$ cat config.mk
export PLATFORM = sky130hd
export DESIGN_NAME = cortexm0_pmu_flat
export DESIGN_NICKNAME = d
export VERILOG_FILES = /design/src/rtl/cortexm0_pmu_if.sv /design/src/rtl/cortexm0_pmu.sv /design/src/flat_wrapper.sv
export SDC_FILE = /design/constraint.sdc
export NUM_CORES = 1
export LEC_CHECK = 0
export CAP_MARGIN = 15
export CORE_ASPECT_RATIO = 0.7
export CORE_MARGIN = 1.5
export CORE_UTILIZATION = 54
export DETAILED_ROUTE_END_ITERATION = 8
export GPL_TIMING_DRIVEN = 0
export PLACE_DENSITY = 0.81
export SLEW_MARGIN = 30
export SYNTH_ARGS = -nofsm -noshare
export SYNTH_HDL_FRONTEND = slang
export SYNTH_SLANG_ARGS = --single-unit
$ cat constraint.sdc
create_clock -name FCLK -period 2 [get_ports FCLK]
set_input_delay 0.2 -clock FCLK [delete_from_list [all_inputs] [get_ports FCLK]]
set_output_delay 0.2 -clock FCLK [all_outputs]
set_load 0.05 [all_outputs]
$ cat src/rtl/cortexm0_pmu_if.sv
// Cortex-M0 PMU signal bundle: core sleep status, WIC handshake and power controls.
// Modports: master = core/WIC side (drives requests), slave = PMU (drives controls).
interface cortexm0_pmu_if;

  logic PMUENABLE;
  logic SLEEPING;
  logic SLEEPDEEP;
  logic WICENACK;
  logic WAKEUP;
  logic WICENREQ;
  logic GATEHCLK;
  logic ISOLATEn;
  logic RETAINn;
  logic PWRDOWN;
`ifdef CORTEXM0_PMU_DBGPWR_EN
  logic CDBGPWRUPREQ;
  logic CDBGPWRUPACK;

  modport master (
    output PMUENABLE, SLEEPING, SLEEPDEEP,
    output WICENACK, WAKEUP, CDBGPWRUPREQ,
    input  WICENREQ, GATEHCLK, ISOLATEn,
    input  RETAINn, PWRDOWN, CDBGPWRUPACK
  );

  modport slave (
    input  PMUENABLE, SLEEPING, SLEEPDEEP,
    input  WICENACK, WAKEUP, CDBGPWRUPREQ,
    output WICENREQ, GATEHCLK, ISOLATEn,
    output RETAINn, PWRDOWN, CDBGPWRUPACK
  );
`else
  modport master (
    output PMUENABLE, SLEEPING, SLEEPDEEP,
    output WICENACK, WAKEUP,
    input  WICENREQ, GATEHCLK, ISOLATEn,
    input  RETAINn, PWRDOWN
  );

  modport slave (
    input  PMUENABLE, SLEEPING, SLEEPDEEP,
    input  WICENACK, WAKEUP,
    output WICENREQ, GATEHCLK, ISOLATEn,
    output RETAINn, PWRDOWN
  );
`endif

endinterface

$ cat src/rtl/cortexm0_pmu.sv
// Cortex-M0 PMU: arms the WIC, sequences gate/isolate/retain/power-down and back.
// Ports: FCLK, RESET (sync, active-high), pmu (cortexm0_pmu_if.slave).
// Option CORTEXM0_PMU_DBGPWR_EN adds the CDBGPWRUPREQ/CDBGPWRUPACK debug power hold.
module cortexm0_pmu #(
  parameter int unsigned PWRUP_CYCLES = 4,
  parameter int unsigned CNTW         = 8
) (
  input  logic           FCLK,
  input  logic           RESET,
  cortexm0_pmu_if.slave  pmu
);

  typedef enum logic [3:0] {
    S_IDLE     = 4'd0,
    S_ENREQ    = 4'd1,
    S_ARMED    = 4'd2,
    S_GATE     = 4'd3,
    S_ISOLATE  = 4'd4,
    S_RETAIN   = 4'd5,
    S_PWRDN    = 4'd6,
    S_PWRUP    = 4'd7,
    S_RESTORE  = 4'd8,
    S_UNISO    = 4'd9,
    S_UNGATE   = 4'd10,
    S_WAKEWAIT = 4'd11,
    S_DISREQ   = 4'd12
  } state_t;

  // A settle time of 0 behaves as 1 cycle.
  localparam int unsigned LOAD_V =
    (PWRUP_CYCLES == 0) ? 0 : PWRUP_CYCLES - 1;
  localparam logic [CNTW-1:0] CNT_LOAD = CNTW'(LOAD_V);

  state_t          state_q, state_d;
  logic [CNTW-1:0] cnt_q, cnt_d;

  logic wicenreq_q, wicenreq_d;
  logic gatehclk_q, gatehclk_d;
  logic isolaten_q, isolaten_d;
  logic retainn_q, retainn_d;
  logic pwrdown_q, pwrdown_d;

  logic dbg_req;
  logic wake_dn;
  logic sleep_go;

`ifdef CORTEXM0_PMU_DBGPWR_EN
  logic dbgack_q, dbgack_d;
  assign dbg_req = pmu.CDBGPWRUPREQ;
`else
  assign dbg_req = 1'b0;
`endif

  // Debug power request aborts any descent just like WAKEUP.
  assign wake_dn  = pmu.WAKEUP | dbg_req;
  assign sleep_go = pmu.SLEEPING & pmu.SLEEPDEEP &
                    ~pmu.WAKEUP & ~dbg_req;

  always_comb begin
    state_d = state_q;
    cnt_d   = cnt_q;
    unique case (state_q)
      S_IDLE:
        if (pmu.PMUENABLE) state_d = S_ENREQ;
      S_ENREQ:
        if (!pmu.PMUENABLE)    state_d = S_DISREQ;
        else if (pmu.WICENACK) state_d = S_ARMED;
      S_ARMED:
        if (!pmu.PMUENABLE) state_d = S_DISREQ;
        else if (sleep_go)  state_d = S_GATE;
      S_GATE:
        state_d = wake_dn ? S_UNGATE : S_ISOLATE;
      S_ISOLATE:
        state_d = wake_dn ? S_UNISO : S_RETAIN;
      S_RETAIN:
        state_d = wake_dn ? S_RESTORE : S_PWRDN;
      S_PWRDN:
        if (wake_dn) begin
          state_d = S_PWRUP;
          cnt_d   = CNT_LOAD;
        end
      S_PWRUP:
        if (cnt_q == '0) state_d = S_RESTORE;
        else             cnt_d   = cnt_q - 1'b1;
      S_RESTORE:  state_d = S_UNISO;
      S_UNISO:    state_d = S_UNGATE;
      S_UNGATE:   state_d = S_WAKEWAIT;
      S_WAKEWAIT:
        if (!pmu.SLEEPING) state_d = S_ARMED;
      S_DISREQ:
        if (!pmu.WICENACK) state_d = S_IDLE;
      default: state_d = S_IDLE;
    endcase
  end

  // Outputs are the decode of the next state, registered so they
  // always equal the decode of the current state.
  always_comb begin
    wicenreq_d = 1'b1;
    gatehclk_d = 1'b0;
    isolaten_d = 1'b1;
    retainn_d  = 1'b1;
    pwrdown_d  = 1'b0;
    unique case (state_d)
      S_IDLE, S_DISREQ:
        wicenreq_d = 1'b0;
      S_GATE, S_UNISO:
        gatehclk_d = 1'b1;
      S_ISOLATE, S_RESTORE: begin
        gatehclk_d = 1'b1;
        isolaten_d = 1'b0;
      end
      S_RETAIN, S_PWRUP: begin
        gatehclk_d = 1'b1;
        isolaten_d = 1'b0;
        retainn_d  = 1'b0;
      end
      S_PWRDN: begin
        gatehclk_d = 1'b1;
        isolaten_d = 1'b0;
        retainn_d  = 1'b0;
        pwrdown_d  = 1'b1;
      end
      default: ;
    endcase
  end

`ifdef CORTEXM0_PMU_DBGPWR_EN
  always_comb begin
    dbgack_d = 1'b0;
    unique case (state_q)
      S_IDLE, S_ENREQ, S_ARMED,
      S_WAKEWAIT, S_DISREQ:
        dbgack_d = dbg_req;
      default: dbgack_d = 1'b0;
    endcase
  end
`endif

  always_ff @(posedge FCLK) begin
    if (RESET) begin
      state_q    <= S_IDLE;
      cnt_q      <= '0;
      wicenreq_q <= 1'b0;
      gatehclk_q <= 1'b0;
      isolaten_q <= 1'b1;
      retainn_q  <= 1'b1;
      pwrdown_q  <= 1'b0;
`ifdef CORTEXM0_PMU_DBGPWR_EN
      dbgack_q   <= 1'b0;
`endif
    end else begin
      state_q    <= state_d;
      cnt_q      <= cnt_d;
      wicenreq_q <= wicenreq_d;
      gatehclk_q <= gatehclk_d;
      isolaten_q <= isolaten_d;
      retainn_q  <= retainn_d;
      pwrdown_q  <= pwrdown_d;
`ifdef CORTEXM0_PMU_DBGPWR_EN
      dbgack_q   <= dbgack_d;
`endif
    end
  end

  assign pmu.WICENREQ = wicenreq_q;
  assign pmu.GATEHCLK = gatehclk_q;
  assign pmu.ISOLATEn = isolaten_q;
  assign pmu.RETAINn  = retainn_q;
  assign pmu.PWRDOWN  = pwrdown_q;
`ifdef CORTEXM0_PMU_DBGPWR_EN
  assign pmu.CDBGPWRUPACK = dbgack_q;
`endif

  // Isolation must cover retention/power-off; gating must cover isolation.
  a_pwr_order: assert property (
    @(posedge FCLK) disable iff (RESET)
      ((!retainn_q || pwrdown_q) -> !isolaten_q) &&
      (!isolaten_q -> gatehclk_q)
  );

endmodule

$ cat src/flat_wrapper.sv
// flat-port wrapper written by rule: the top's interface ports become plain ports
module cortexm0_pmu_flat 
#(
  parameter int unsigned PWRUP_CYCLES = 4,
  parameter int unsigned CNTW         = 8
)
  (FCLK, RESET, pmu_PMUENABLE, pmu_SLEEPING, pmu_SLEEPDEEP, pmu_WICENACK, pmu_WAKEUP, pmu_WICENREQ, pmu_GATEHCLK, pmu_ISOLATEn, pmu_RETAINn, pmu_PWRDOWN);
  cortexm0_pmu_if pmu_i ();
  input  logic FCLK;
  input  logic RESET;
  input wire logic [$bits(pmu_i.PMUENABLE)-1:0] pmu_PMUENABLE;
  input wire logic [$bits(pmu_i.SLEEPING)-1:0] pmu_SLEEPING;
  input wire logic [$bits(pmu_i.SLEEPDEEP)-1:0] pmu_SLEEPDEEP;
  input wire logic [$bits(pmu_i.WICENACK)-1:0] pmu_WICENACK;
  input wire logic [$bits(pmu_i.WAKEUP)-1:0] pmu_WAKEUP;
  output wire logic [$bits(pmu_i.WICENREQ)-1:0] pmu_WICENREQ;
  output wire logic [$bits(pmu_i.GATEHCLK)-1:0] pmu_GATEHCLK;
  output wire logic [$bits(pmu_i.ISOLATEn)-1:0] pmu_ISOLATEn;
  output wire logic [$bits(pmu_i.RETAINn)-1:0] pmu_RETAINn;
  output wire logic [$bits(pmu_i.PWRDOWN)-1:0] pmu_PWRDOWN;
  assign pmu_i.PMUENABLE = pmu_PMUENABLE;
  assign pmu_i.SLEEPING = pmu_SLEEPING;
  assign pmu_i.SLEEPDEEP = pmu_SLEEPDEEP;
  assign pmu_i.WICENACK = pmu_WICENACK;
  assign pmu_i.WAKEUP = pmu_WAKEUP;
  assign pmu_WICENREQ = pmu_i.WICENREQ;
  assign pmu_GATEHCLK = pmu_i.GATEHCLK;
  assign pmu_ISOLATEn = pmu_i.ISOLATEn;
  assign pmu_RETAINn = pmu_i.RETAINn;
  assign pmu_PWRDOWN = pmu_i.PWRDOWN;
  cortexm0_pmu #(.PWRUP_CYCLES(PWRUP_CYCLES), .CNTW(CNTW)) u_core (.FCLK(FCLK), .RESET(RESET), .pmu(pmu_i));
endmodule
==> impl_metrics.json, run 1 <==
{
  "die_x_um": 55.4,
  "multi_input_area_um2": 648,
  "yosysUniqueCellTypes": 47,
  "fin_hold_ws_ns": 0.417,
  "irDropWorstVdd_mv": 0.850,
  "leakagePower_nw": 0.455,
  "ys_seq_elements": 17,
  "fin_crit_sh_pct": 98.5,
  "pwr-share-clk_pct": 14.0,
  "grt_pass1_vias": 774,
  "end_kind": "flip-flop",
  "diodes": 0,
  "final_max_slew_viol_count": 0,
  "setup_slack_ns": 0.0293,
  "yosysWarnings": 0,
  "clock_latency_ns": 0.29,
  "switching_share_pct": 42.6,
  "grtUsageTotal_pct": 21.7,
  "grt_pass1_wl_mm": 3.55,
  "final_cell_mix": "16 x dfxtp_1, 13 x nor2_1, 10 x clkdlybuf4s50_1",
  "seq_area_um2": 342,
  "syn_area_um2": 1040,
  "clk_pin_slew_ns": 0.11,
  "cp_max_fo": 4,
  "grt_max_degree": 12,
  "cts_hold_buf": 0,
  "ys_async_sr_fraction_pct": 0,
  "p_per_area_nw_per_um2": 1110,
  "dr_total_vias": 904,
  "fmax_mhz": 507,
  "hold_violations": 0,
  "fin_util_pct": 66.4,
  "die_area_um2": 2200,
  "syn_area_per_cell_um2": 8.87,
  "arrival_ns": 2.15,
  "area_delta_synth_final_pct": 17.6,
  "seq_area_frac_synth_pct": 32.8,
  "finalSetupViolations": 0,
  "nets": 143,
  "route.detailed.drc": 0,
  "final_common_cell": "dfxtp_1",
  "wl_per_cell_um": 13.7,
  "fillers": 153,
  "fin_cells": 155,
  "antenna_found_initial": 0,
  "cp-start-kind": "flip-flop",
  "report.power.total_mw": 1.36,
  "status": "complete, no violations",
  "cts_htree_levels": 1,
  "slew_headroom_pct": 57.9,
  "dr.pass1.iters": 5,
  "pin_count": 12,
  "cts_buffer_depth": 2,
  "num_rows": 13,
  "drive_gt1_share_pct": 18.8,
  "start_util_pct": 56.4,
  "gp_congestion": 0.796,
  "placed_cells": 149,
  "clock_sink_count": 17,
  "cts_buffers": 3,
  "avgViaCountPerCell": 5.83,
  "synthCells": 117,
  "path_class": "reg -> reg",
  "cts-root-buf": "clkbuf_4",
  "layout_min_cycle_time_ns": 1.97,
  "ys.flop_type": "dfxtp_1",
  "synth_edf_count": 0,
  "synth_nets": 126,
  "ant_nets": 0,
  "p_int_mw": 0.778,
  "switching_power_mw": 0.577,
  "core_um2": 1840,
  "hp-class": "in -> reg",
  "port_buffers": 10,
  "pre_cts_slack_ns": 0.0553,
  "overflow": 0,
  "dieHeight_um": 39.7,
  "worst_pin_slew_ns": 0.628,
  "required_ns": 2.18,
  "wl_mm": 2.13,
  "cts_tree": "done",
  "drt_iter0_markers": 27,
  "dp_hpwl_mm": 1.54,
  "skew_ns": 0.00500,
  "maxCapViolations": 0,
  "p_seq_share_pct": 31.8,
  "combPwrFrac_pct": 54.1
}
layer usage:
metal	vias to the layer above	GRT usage (%)	wire [µm]
li1	462	-	-
met1	416	29.2	1010
met2	24	34.2	977
met3	2	5.28	121
met4	0	7.93	13
met5	-	0	0
sequential cells by signal (all words and copies together) (netlist names):
register / flops
u_core.pmu.PWRDOWN: 1
u_core.pmu.RETAINn: 1
u_core.pmu.GATEHCLK: 1
u_core.state_q: 4
u_core.pmu.ISOLATEn: 1
u_core.cnt_q: 8
u_core.pmu.WICENREQ: 1
stage by stage:
stage / TNS (ns) / instance area, µm²
after floorplan: 0 / 1040
after global placement: 0 / 1160
after detailed placement: 0 / 1160
after CTS: 0 / 1190
after global routing: -0.0325 / 1220
final: 0 / 1220
timing repair:
item,CTS,global route
resized for setup,0,3
buffers inserted,0,2
endpoints found under the setup margin,0,13
worst max-delay path: stages (launching register included):
cell	delay [ns]
dfxtp_2	0.37
inv_1	0.06
ha_1	0.20
nor3b_2	0.18
and3_4	0.18
nor3_4	0.21
nand2b_1	0.15
or4_4	0.50
cell families after synthesis:
group / synth area share (%)
buf+inv: 5.55
simple gates: 37.8
xor+xnor: 5.07
fa+ha+maj: 2.41
flops: 32.8
compound gates: 16.4
Yosys cell counts, types with 2 or more instances:
| library cell | instances | area [µm²] |
|---|---|---|
| a211oi_1 | 3 | 22.5 |
| a21oi_1 | 4 | 20.0 |
| a311oi_1 | 2 | 17.5 |
| a31oi_1 | 2 | 12.5 |
| and4b_1 | 2 | 20.0 |
| buf_2 | 4 | 20.0 |
| dfxtp_1 | 17 | 340 |
| ha_1 | 2 | 25.0 |
| inv_1 | 3 | 11.3 |
| nand2b_1 | 3 | 18.8 |
| nand3_1 | 3 | 15.0 |
| nand3b_1 | 5 | 37.5 |
| nand4_1 | 3 | 18.8 |
| nor2_1 | 13 | 48.8 |
| nor2b_1 | 5 | 31.3 |
| nor3_1 | 3 | 15.0 |
| nor3b_1 | 4 | 30.0 |
| o21ai_0 | 3 | 15.0 |
| o21ai_1 | 3 | 15.0 |
| xor2_1 | 6 | 52.6 |
power by group through the flow:
stage | registers, mW | logic (mW) | clock network [mW]
final | 0.431 | 0.734 | 0.190
after global routing | 0.440 | 0.801 | 0.212
after CTS | 0.430 | 0.696 | 0.192
after detailed placement | 0.438 | 0.693 | 0
after global placement | 0.436 | 0.677 | 0
after floorplan | 0.536 | 0.433 | 0
path summary, 6_finish.rpt:
check	endpoint	startpoint	slack [ns]	cells past startpoint
setup / recovery	u_core.pmu.RETAINn$_SDFF_PP1_	u_core.cnt_q[0]$_SDFFE_PP0P_	0.03	7
hold / removal	u_core.cnt_q[2]$_SDFFE_PP0P_	pmu_WAKEUP	0.42	3
setup reg to reg	u_core.pmu.RETAINn$_SDFF_PP1_	u_core.cnt_q[0]$_SDFFE_PP0P_	0.03	7
hold reg to reg	u_core.cnt_q[0]$_SDFFE_PP0P_	u_core.cnt_q[0]$_SDFFE_PP0P_	0.47	1
layout make-up:
type                    instances  share of cell area (%)
multi-input cells              89                    53.1
well taps                      22                    2.26
inverters                       3                   0.923
clock inverters                 1                   0.615
repair buffers                 12                    9.44
plain buffers                   8                    3.79
clock buffers                   3                    1.85
flip-flops and latches         17                    28.0
(Power assumes the default switching activity.)
==> run 2: changes to the inputs <==
CTS_CLUSTER_SIZE = 12   (was not set)
GPL_TIMING_DRIVEN = not set   (was 0)
==> run 2 against run 1 <==
  * Via count up 3.7%
  * Critical path type unchanged
  * Core utilization up 2.0 points
  * Critical path depth down 2
  * Count of clock-buffer cells in the layout unchanged
  * Register-to-register slack better by 0.04 ns
  * Critical endpoint unchanged
  * Maximum frequency up 2.1%
  * Flip-flop and latch count unchanged
  * Sequential share of layout area down 0.74 points
  * Cell area up 3.1%
  * Highest routed layer unchanged
==> impl_metrics.json, run 2 (synthesis results as in run 1) <==
{
  "layout_min_cycle_time_ns": 1.93,
  "irDropWorstVdd_mv": 0.798,
  "cts_htree_levels": 1,
  "hp-class": "reg -> reg",
  "ant_nets": 0,
  "cts_buffers": 3,
  "port_buffers": 11,
  "clock_sink_count": 17,
  "place_area_um2": 1190,
  "grt_pass1_wl_mm": 3.71,
  "leakagePower_nw": 0.473,
  "crit_cells": 5,
  "dieHeight_um": 39.7,
  "finalSetupViolations": 0,
  "cts-root-buf": "clkbuf_4",
  "path_buf_inv": 0,
  "p_seq_share_pct": 33.6,
  "pwr-share-clk_pct": 13.9,
  "hold_depth": 1,
  "nets": 145,
  "critPathSlowestCell": "dfxtp_1",
  "multi_input_area_um2": 653,
  "skew_ns": 0.00143,
  "crit_chain": "and4b_1 > and3_4 > nor3_4 > nand2b_1 > or4_4",
  "overflow": 0,
  "grtUsageTotal_pct": 22.7,
  "seq_area_um2": 343,
  "max_flop_register": "u_core.cnt_q",
  "reg.largest.list": "u_core.cnt_q (8), u_core.state_q (4)",
  "die_area_um2": 2200,
  "route.detailed.drc": 0,
  "fin_setup_tns_ns": 0,
  "final_common_cell": "dfxtp_1",
  "cp_max_fo": 12,
  "clock_latency_ns": 0.29,
  "die_x_um": 55.4,
  "worst_pin_slew_ns": 0.503,
  "clk_pin_slew_ns": 0.10,
  "diodes": 0,
  "switching_power_mw": 0.581,
  "core_um2": 1840,
  "cts_buffer_depth": 2,
  "reg2reg_depth": 5,
  "switching_share_pct": 42.3,
  "p_per_area_nw_per_um2": 1090,
  "largest_reg_flops": 8,
  "dr.pass1.iters": 4,
  "p_int_mw": 0.793,
  "end_kind": "flip-flop",
  "cp-start-kind": "flip-flop",
  "dp_hpwl_mm": 1.69,
  "slew_headroom_pct": 66.4,
  "combPwrFrac_pct": 52.5,
  "pin_count": 12,
  "path_class": "reg -> reg",
  "drive_gt1_share_pct": 22.2,
  "grt_max_degree": 13,
  "hold_violations": 0,
  "drt_iter0_markers": 37,
  "num_rows": 13,
  "fin_area_um2": 1260,
  "avgViaCountPerCell": 5.97,
  "maxCapViolations": 0,
  "crit_family": "simple AND/OR/NAND/NOR gates",
  "rsz0062_at_grt": "false",
  "slowest_delay_ns": 0.57,
  "fillers": 148,
  "wl_per_cell_um": 14.4,
  "fin_crit_sh_pct": 96.5,
  "cts_hold_buf": 0,
  "fmax_mhz": 518,
  "area_delta_synth_final_pct": 21.2,
  "arrival_ns": 2.11,
  "start_util_pct": 56.4,
  "required_ns": 2.18,
  "status": "complete, no violations",
  "wl_mm": 2.27,
  "final_max_slew_viol_count": 0,
  "antenna_found_initial": 0,
  "final_cell_mix": "15 x dfxtp_1, 13 x nor2_1, 11 x clkdlybuf4s50_1, 11 x buf_4, 6 x xor2_1",
  "cts_tree": "done",
  "dr_total_vias": 937,
  "grt_pass1_vias": 855,
  "gp_congestion": 0.812
}
[run 2: changes by cell type in the layout (fill, tap and decap cells not counted)]
cell             change
buf_4                +8
buf_2                -4
buf_1                -1
buf_6                -1
clkbuf_1             -1
clkdlybuf4s50_1      +1
dfxtp_1              -1
dfxtp_2              +1
nor3_1               -1
nor3_2               +1
[run 2: layer usage]
layer | vias to the layer above | wire length, µm | GRT usage (%)
met5 | - | 0 | 0
met4 | 0 | 10 | 4.27
met3 | 2 | 122 | 7.92
met2 | 16 | 1040 | 39.3
met1 | 455 | 1100 | 28.0
li1 | 464 | - | -
[run 2: cell type report]
type / count / area share [%]
clock buffers: 3 / 1.79
inverters: 3 / 0.896
flip-flops and latches: 17 / 27.3
well taps: 22 / 2.19
clock inverters: 1 / 0.597
repair buffers: 22 / 15.3
multi-input cells: 89 / 51.9
[run 2: path summary, 6_finish.rpt]
kind | start | endpoint | slack, ns
max | u_core.state_q[3]$_SDFF_PP0_ | u_core.pmu.RETAINn$_SDFF_PP1_ | 0.07
min | u_core.cnt_q[0]$_SDFFE_PP0P_ | u_core.cnt_q[0]$_SDFFE_PP0P_ | 0.45
max reg2reg | u_core.state_q[3]$_SDFF_PP0_ | u_core.pmu.RETAINn$_SDFF_PP1_ | 0.07
min reg2reg | u_core.cnt_q[0]$_SDFFE_PP0P_ | u_core.cnt_q[0]$_SDFFE_PP0P_ | 0.45
[run 2: through the flow]
step	worst slack, ns	std cells	hold WS [ns]	power, mW	utilization (%)
6_report	0.0703	157	0.454	1.37	68.4
5_1_grt	0.0116	157	0.493	1.47	68.4
4_1_cts	0.0241	154	0.503	1.36	66.6
3_5_place_dp	-0.0473	150	0.483	1.17	64.7
3_3_place_gp	0.0280	150	0.486	1.16	64.7
2_1_floorplan	0.198	117	0.321	0.969	-
[run 2: what timing repair did]
item | CTS | global route
setup endpoints to repair | 3 | 4
buffers inserted | 0 | 3
pin swaps | 0 | 1
gates cloned | 0 | 0
resized for setup | 1 | 4
[run 2: power groups by stage]
stage	clock network, mW	registers [mW]	logic, mW
6_report	0.192	0.461	0.722
2_1_floorplan	0	0.536	0.433
5_1_grt	0.211	0.473	0.782
3_5_place_dp	0	0.464	0.707
4_1_cts	0.194	0.456	0.712
3_3_place_gp	0	0.464	0.691
[run 2: worst register-to-register path: stages, from the launching register on]
cell and delay (ns):
dfxtp_1 0.57, and4b_1 0.26, and3_4 0.19, nor3_4 0.21, nand2b_1 0.12, or4_4 0.48
==> run 3: changes to the inputs <==
==> constraint.sdc (replaced) <==
create_clock -name FCLK -period 2 [get_ports FCLK]
set_input_delay 0.4 -clock FCLK [delete_from_list [all_inputs] [get_ports FCLK]]
set_output_delay 0.4 -clock FCLK [all_outputs]
set_load 0.05 [all_outputs]
==> run 3 against run 2 <==
  * Combinational power grew 15%
  * Register-to-register slack better by 0.04 ns
  * Hold slack improved by 0.055 ns
  * Sequential share of layout area decreased by 0.76 points
  * Clock power decreased by 2%
  * Power is 6.9% higher
  * Die area unchanged
  * Sequential power decreased by 2%
  * Flip-flop and latch count stayed put
  * Critical path type unchanged
==> impl_metrics.json, run 3 (synthesis results as in run 1) <==
{
  "maxCapViolations": 0,
  "irDropWorstVdd_mv": 0.888,
  "path_buf_inv": 1,
  "pre_cts_slack_ns": -0.203,
  "slew_headroom_pct": 65.9,
  "grt_pass1_wl_mm": 3.96,
  "placed_cells": 157,
  "report.power.total_mw": 1.47,
  "place_area_um2": 1240,
  "layout_min_cycle_time_ns": 1.89,
  "diodes": 0,
  "grt_pass1_vias": 844,
  "clk_pin_slew_ns": 0.10,
  "cp-start-kind": "flip-flop",
  "fin_crit_sh_pct": 94.6,
  "required_ns": 2.18,
  "cp_max_fo": 5,
  "skew_ns": 0.00285,
  "max_flop_register": "u_core.cnt_q",
  "dp_hpwl_mm": 1.88,
  "dieHeight_um": 39.7,
  "timing.rr.start": "u_core.cnt_q[0]$_SDFFE_PP0P_",
  "cts_htree_levels": 1,
  "drt_iter0_markers": 28,
  "fin_area_um2": 1290,
  "arrival_ns": 2.07,
  "nets": 150,
  "pin_count": 12,
  "die_area_um2": 2200,
  "cts_hold_buf": 0,
  "grtUsageMet2_pct": 45.2,
  "wl_per_cell_um": 15.4,
  "crit_family": "simple AND/OR/NAND/NOR gates",
  "die_x_um": 55.4,
  "met3_usage_pct": 6.93,
  "hold_violations": 0,
  "gp_congestion": 0.850,
  "area_delta_synth_final_pct": 24.2,
  "grt_use_met1_pct": 29.9,
  "wl_mm": 2.49,
  "rsz0062_at_grt": "false",
  "antenna_found_initial": 0,
  "slowest_delay_ns": 0.49,
  "fin_cells": 162,
  "fin_util_pct": 70.1,
  "startpoint": "u_core.cnt_q[0]$_SDFFE_PP0P_",
  "cts-root-buf": "clkbuf_4",
  "drive_gt1_share_pct": 22.9,
  "critPathSlowestCell": "or4_4",
  "final_cell_mix": "16 x buf_4, 16 x dfxtp_1, 13 x nor2_1",
  "cts_buffers": 3,
  "fmax_mhz": 528,
  "ant_nets": 0,
  "leakagePower_nw": 0.507,
  "path_class": "reg -> reg",
  "r2r_setup_slack_ns": 0.11,
  "clock_latency_ns": 0.29,
  "port_buffers": 11,
  "busiest_layer": "met2",
  "setup_slack_ns": 0.107,
  "route.detailed.drc": 0,
  "clock_sink_count": 17,
  "overflow": 0,
  "worst_pin_slew_ns": 0.510,
  "grtUsageTotal_pct": 24.6,
  "status": "complete, no violations",
  "grt_max_degree": 12,
  "crit_chain": "inv_1 > ha_1 > nor3b_2 > a21boi_2 > a311o_2 > nor2_2 > or4_4",
  "reg2reg_depth": 7,
  "avgViaCountPerCell": 5.91,
  "largest_reg_flops": 8,
  "p_per_area_nw_per_um2": 1140,
  "finalSetupViolations": 0,
  "reg.largest.list": "u_core.cnt_q (8), u_core.state_q (4)",
  "cts_buffer_depth": 2,
  "setup.worst_path.end": "u_core.pmu.RETAINn$_SDFF_PP1_",
  "cts_tree": "done",
  "crit_cells": 7,
  "hp-class": "reg -> reg",
  "start_util_pct": 56.4,
  "end_kind": "flip-flop",
  "dr.pass1.iters": 4,
  "core_um2": 1840,
  "r2r_end": "u_core.pmu.RETAINn$_SDFF_PP1_",
  "num_rows": 13,
  "dr_total_vias": 957,
  "final_max_slew_viol_count": 0
}
## run 3: cell types whose count changed in the layout (fill, tap and decap cells not counted)
cell,previous run,this run
dlymetal6s2s_1,0,1
clkdlybuf4s50_1,11,10
dfxtp_1,15,16
clkbuf_1,0,1
buf_4,11,16
dfxtp_2,2,1
o21ai_1,2,3
o21ai_2,1,0
clkinvlp_4,1,0
## run 3: repair_timing
item,CTS,global route
pin swaps,0,1
resized for setup,1,3
setup buffers,0,1
setup endpoints to repair,2,4
## run 3: worst min path at each step
stage / from / endpoint / slack (ns) / cells after the start
final: u_core.cnt_q[0]$_SDFFE_PP0P_ / u_core.cnt_q[0]$_SDFFE_PP0P_ / 0.51 / 1
after global routing: u_core.cnt_q[0]$_SDFFE_PP0P_ / u_core.cnt_q[0]$_SDFFE_PP0P_ / 0.54 / 1
after CTS: u_core.cnt_q[0]$_SDFFE_PP0P_ / u_core.cnt_q[0]$_SDFFE_PP0P_ / 0.51 / 1
after detailed placement: u_core.cnt_q[0]$_SDFFE_PP0P_ / u_core.cnt_q[0]$_SDFFE_PP0P_ / 0.49 / 1
after global placement: u_core.cnt_q[0]$_SDFFE_PP0P_ / u_core.cnt_q[0]$_SDFFE_PP0P_ / 0.49 / 1
after floorplan: u_core.cnt_q[0]$_SDFFE_PP0P_ / u_core.cnt_q[0]$_SDFFE_PP0P_ / 0.46 / 1
## run 3: per-stage QoR
step	TNS, ns	hold WS, ns
after CTS	0	0.506
after floorplan	0	0.461
after detailed placement	-1.03	0.488
after global placement	-0.576	0.485
final	0	0.509
after global routing	0	0.535
## run 3: layout make-up
type / count / area [µm²]
sequential: 17 / 342
tap: 22 / 27.5
multi-input combinational: 89 / 649
clock buffer: 4 / 26.3
inverter: 3 / 11.3
fill: 138 / 549
timing repair buffer: 27 / 233
## run 3: routing by layer
layer / wire [µm] / share of wire [%]
met2: 1190 / 48
met5: 0 / 0
met3: 166 / 6.7
met4: 12 / 0.48
met1: 1120 / 45
## run 3: power by group
part | internal (mW) | switching [mW]
combinational | 0.386 | 0.441
sequential | 0.400 | 0.0542
clock | 0.0777 | 0.110
==> RTL edit 1: new RTL, settings of run 2 <==
`CNTW` is set to 8 in 2 places; all go to 12.
--- a/src/rtl/cortexm0_pmu.sv
+++ b/src/rtl/cortexm0_pmu.sv
@@ -4,5 +4,5 @@
 module cortexm0_pmu #(
   parameter int unsigned PWRUP_CYCLES = 4,
-  parameter int unsigned CNTW         = 8
+  parameter int unsigned CNTW         = 12
 ) (
   input  logic           FCLK,
--- a/src/flat_wrapper.sv
+++ b/src/flat_wrapper.sv
@@ -3,5 +3,5 @@
 #(
   parameter int unsigned PWRUP_CYCLES = 4,
-  parameter int unsigned CNTW         = 8
+  parameter int unsigned CNTW         = 12
 )
   (FCLK, RESET, pmu_PMUENABLE, pmu_SLEEPING, pmu_SLEEPDEEP, pmu_WICENACK, pmu_WAKEUP, pmu_WICENREQ, pmu_GATEHCLK, pmu_ISOLATEn, pmu_RETAINn, pmu_PWRDOWN);
Formal check against the unedited RTL: no difference found for any inputs over 10 cycles, from zero or initial values and one cycle with RESET high; that may be too few to reach the edited logic, so the function may still have changed.
==> RTL edit 1 against run 2 <==
Utilization increased by 2.9 points. Setup slack improved by 0.015 ns. Routed wire length up 40%. Sequential cell count increased by 4. Power rose by 47%. Design area up 23%. Synthesized area is 20% higher. Non-clock buffer count unchanged. Critical path depth grew 3.
==> RTL edit 1: results (changes against run 2) <==
- Placed Cells: 187 (+25%)
- Worst hold path cell count: 2 (+1)
- Nonclk inv count: 6 (+3)
- Least-Margin Pin Slew: 0.547 ns (+0.0442 ns)
- Hold WS: 0.516 ns (+0.0618 ns)
- Post-Syn Instances: 139 (+19%)
- R2R Setup Slk: 0.09 ns (+0.02 ns)
- Mapped Nets: 147 (+17%)
- WHS Endpoint: u_core.cnt_q[11]
- Top Registers: u_core.cnt_q: 12 flops, u_core.state_q: 4 flops
- CP Max Fanout: 5 (-7)
- Worst EP arrival: 2.13 ns (+0.02 ns)
- NonClk Buf Share: 0.129 (-0.0240)
- Die X-Extent: 60.4 µm (+9.1%)
- Skew-Pair Late Insertion Delay: 0.32 ns (+0.03 ns)
- Cell count of the worst reg-to-reg path: 8 (+3)
- Post-synthesis xor/xnor area fraction: 0.0351 (-0.0156)
- Pint: 1070 µW (+35%)
- Outcome: finished clean
- Area of the multi-input gates: 832 µm² (+27%)
- Placement Cell Area: 1460 µm² (+22%)
- Initial DRC count: 104 (+180%)
- Post-Synth Adder-Cell Area: 0.0100 (-0.0141)
- Post-CTS setup buffer count: 1 (+1)
- Global-route wire length before repair: 5060 µm (+36%)
- Sequential portion of the cell area: 0.274 (+0.00119)
- Synth top area cells: dfxtp_1, nor2_1, xor2_1
- Layout Nets: 168 (+16%)
- Multi-input logic cell count: 106 (+19%)
- Register area share after synthesis: 0.337 (+0.00890)
- Pre-CTS WS: -0.0527 ns (-0.00548 ns)
- Placer Congestion: 0.883 (+8.8%)
- Switching Fraction: 0.472 (+0.0485)
- Post-DR vias/cell: 6.41 (+7.4%)
- Total GRT Usage: 0.263 (+0.0363)
- CP max-delay cell: nor4_4
- Post-synthesis compound-gate area fraction: 0.237 (+0.0727)
- Clk tree area frac: 0.0194 (-0.00449)
- Skew final: 0.00465 ns (+0.00321 ns)
- Via count: 1224 (+31%)
- Vias in the first global route: 1039 (+22%)
- Min-Delay Startpoint: u_core.cnt_q[11]
-- RTL edit 1: worst max-delay path by stage --
| stage | endpoint | depth (start not counted) | slack, ns | start |
|---|---|---|---|---|
| after detailed placement | u_core.cnt_q[7] | 6 | -0.05 | pmu_WAKEUP |
| after global routing | u_core.pmu.WICENREQ | 7 | -0.01 | u_core.cnt_q[0] |
| after CTS | u_core.cnt_q[7] | 8 | 0.01 | u_core.cnt_q[1] |
| after global placement | u_core.pmu.WICENREQ | 6 | 0.01 | pmu_WAKEUP |
| final | u_core.cnt_q[2] | 8 | 0.09 | u_core.cnt_q[7] |
| after floorplan | u_core.cnt_q[7] | 7 | 0.11 | u_core.cnt_q[0] |
-- RTL edit 1: layer usage --
layer	up-vias	wire, µm	track usage
met5	-	0	0
met4	0	7	0.0391
met3	2	203	0.0762
li1	570	-	-
met1	611	1540	0.404
met2	41	1420	0.367
==> RTL edit 2: new RTL, settings of run 2 <==
Without the edit above. Make the reset (`RESET`) asynchronous in one clocked block.
--- a/src/rtl/cortexm0_pmu.sv
+++ b/src/rtl/cortexm0_pmu.sv
@@ -138,5 +138,5 @@
 `endif
 
-  always_ff @(posedge FCLK) begin
+  always_ff @(posedge FCLK or posedge RESET) begin
     if (RESET) begin
       state_q    <= S_IDLE;
Function: differs if RESET is asserted again (counterexample within 4 cycles, from zero or initial values and one cycle with RESET high); with RESET held inactive, the same outputs for 10 cycles.
==> RTL edit 2 against run 2 <==
Sequential cell count is the same. Power grew 36%. Design area shrank 1.6%. Routed wire length grew 2.0%. Sequential power grew 54%. Non-clock buffer count shrank 6. Clock power grew 5%. Synthesized area grew 1.7%. Setup slack gained 0.062 ns. Largest power group unchanged. Highest routed layer unchanged.
==> RTL edit 2: results (changes against run 2) <==
- Outcome: finished clean
- Multi-input logic cell count: 86 (-3.4%)
- Layout Nets: 138 (-4.8%)
- Post-DR vias/cell: 5.95 (-0.36%)
- Vias in the first global route: 804 (-6.0%)
- Leak Pwr: 0.000542 µW (+15%)
- Clk tree area frac: 0.0243 (+0.000386)
- CP top delay family: compound AO/OA/AOI/OAI gates
- Fraction of registers with async set or reset after synthesis: 1.00 (+1.00)
- Worst Hold Class: in -> async
- Post-CTS setup buffer count: 0 (unchanged)
- Placer Congestion: 0.827 (+1.8%)
- # resized after CTS: 0 (-1)
- Area of the multi-input gates: 586 µm² (-10%)
- Post-synthesis compound-gate area fraction: 0.173 (+0.00914)
- Reg area: 428 µm² (+25%)
- Seq_cells: 17 (unchanged)
- # fillers: 146 (-1.4%)
- Post-Syn Instances: 112 (-4.3%)
- CP max-delay cell: dfrtp_1
- Register area share after synthesis: 0.406 (+0.0776)
- Drt wl/cell: 15.4 µm (+6.7%)
- Share of cells above drive strength 1: 0.148 (-0.0738)
- Worst EP arrival: 2.05 ns (-0.06 ns)
- Mapped Nets: 121 (-4.0%)
- Via count: 892 (-4.8%)
- Synth top area cells: dfrtp_1, dfstp_2, xor2_1
- NonClk Buf Share: 0.119 (-0.0339)
- Clkbuf count: 3 (unchanged)
- Least-Margin Pin Slew: 0.623 ns (+0.120 ns)
- Nonclk inv count: 5 (+2)
- Hpwl dp: 1660 µm (-1.7%)
- Pint: 982 µW (+24%)
- Post-synthesis xor/xnor area fraction: 0.0332 (-0.0174)
- Largest net degree at the start of global routing: 18 (+5)
- Slowest stage delay, CP: 0.42 ns (-0.15 ns)
- Skew final: 0.00751 ns (+0.00608 ns)
- Skew-Pair Late Insertion Delay: 0.31 ns (+0.02 ns)
- VDD IR-drop max: 0.966 mV (+21%)
- Global-route wire length before repair: 3720 µm (+0.19%)
- CP Max Fanout: 4 (-8)
- Synth unique cells: 43 (-8.5%)
- Initial DRC count: 25 (-32%)
- Total GRT Usage: 0.230 (+0.00360)
[RTL edit 2: cell types whose count changed in the layout (fill, tap and decap cells not counted), moves of 3 or more]
cell,change
a211oi_1,-3
buf_4,-6
dfrtp_1,+15
dfxtp_1,-15
nand2_1,+8
nor2_1,-4
[RTL edit 2: layer usage]
metal	up-vias	global-route usage	wire length, µm
li1	444	-	-
met1	421	0.293	1110
met2	22	0.378	1060
met3	5	0.0774	116
met4	0	0.0893	25
met5	-	0	0
[RTL edit 2: stage by stage]
step / util / area, µm² / setup slack, ns / hold WS [ns]
after floorplan: - / 1050 / 0.224 / 0.125
after global placement: 0.648 / 1200 / 0.136 / 0.515
after detailed placement: 0.648 / 1200 / 0.0685 / 0.527
after CTS: 0.665 / 1230 / 0.0439 / 0.268
after global routing: 0.667 / 1240 / 0.0430 / 0.338
final: 0.667 / 1240 / 0.133 / 0.249
[RTL edit 2: worst paths after layout]
check / depth (start not counted) / slack, ns / start / endpoint
worst max-delay path: 8 / 0.13 / u_core.cnt_q[0] / u_core.pmu.WICENREQ
worst min-delay path: 2 / 0.25 / RESET / u_core.cnt_q[6]
worst max register to register: 8 / 0.13 / u_core.cnt_q[0] / u_core.pmu.WICENREQ
worst min register to register: 1 / 0.56 / u_core.cnt_q[1] / u_core.cnt_q[1]
max in group asynchronous: 2 / 1.35 / RESET / u_core.cnt_q[2]
min in group FCLK: 1 / 0.56 / u_core.cnt_q[1] / u_core.cnt_q[1]
[RTL edit 2: power by group through the flow]
| stage | clock network (µW) | logic [µW] | registers [µW] |
|---|---|---|---|
| 2_1_floorplan | 0 | 677 | 723 |
| 3_3_place_gp | 0 | 904 | 695 |
| 3_5_place_dp | 0 | 936 | 706 |
| 4_1_cts | 207 | 947 | 701 |
| 5_1_grt | 217 | 1060 | 736 |
| 6_report | 202 | 958 | 710 |
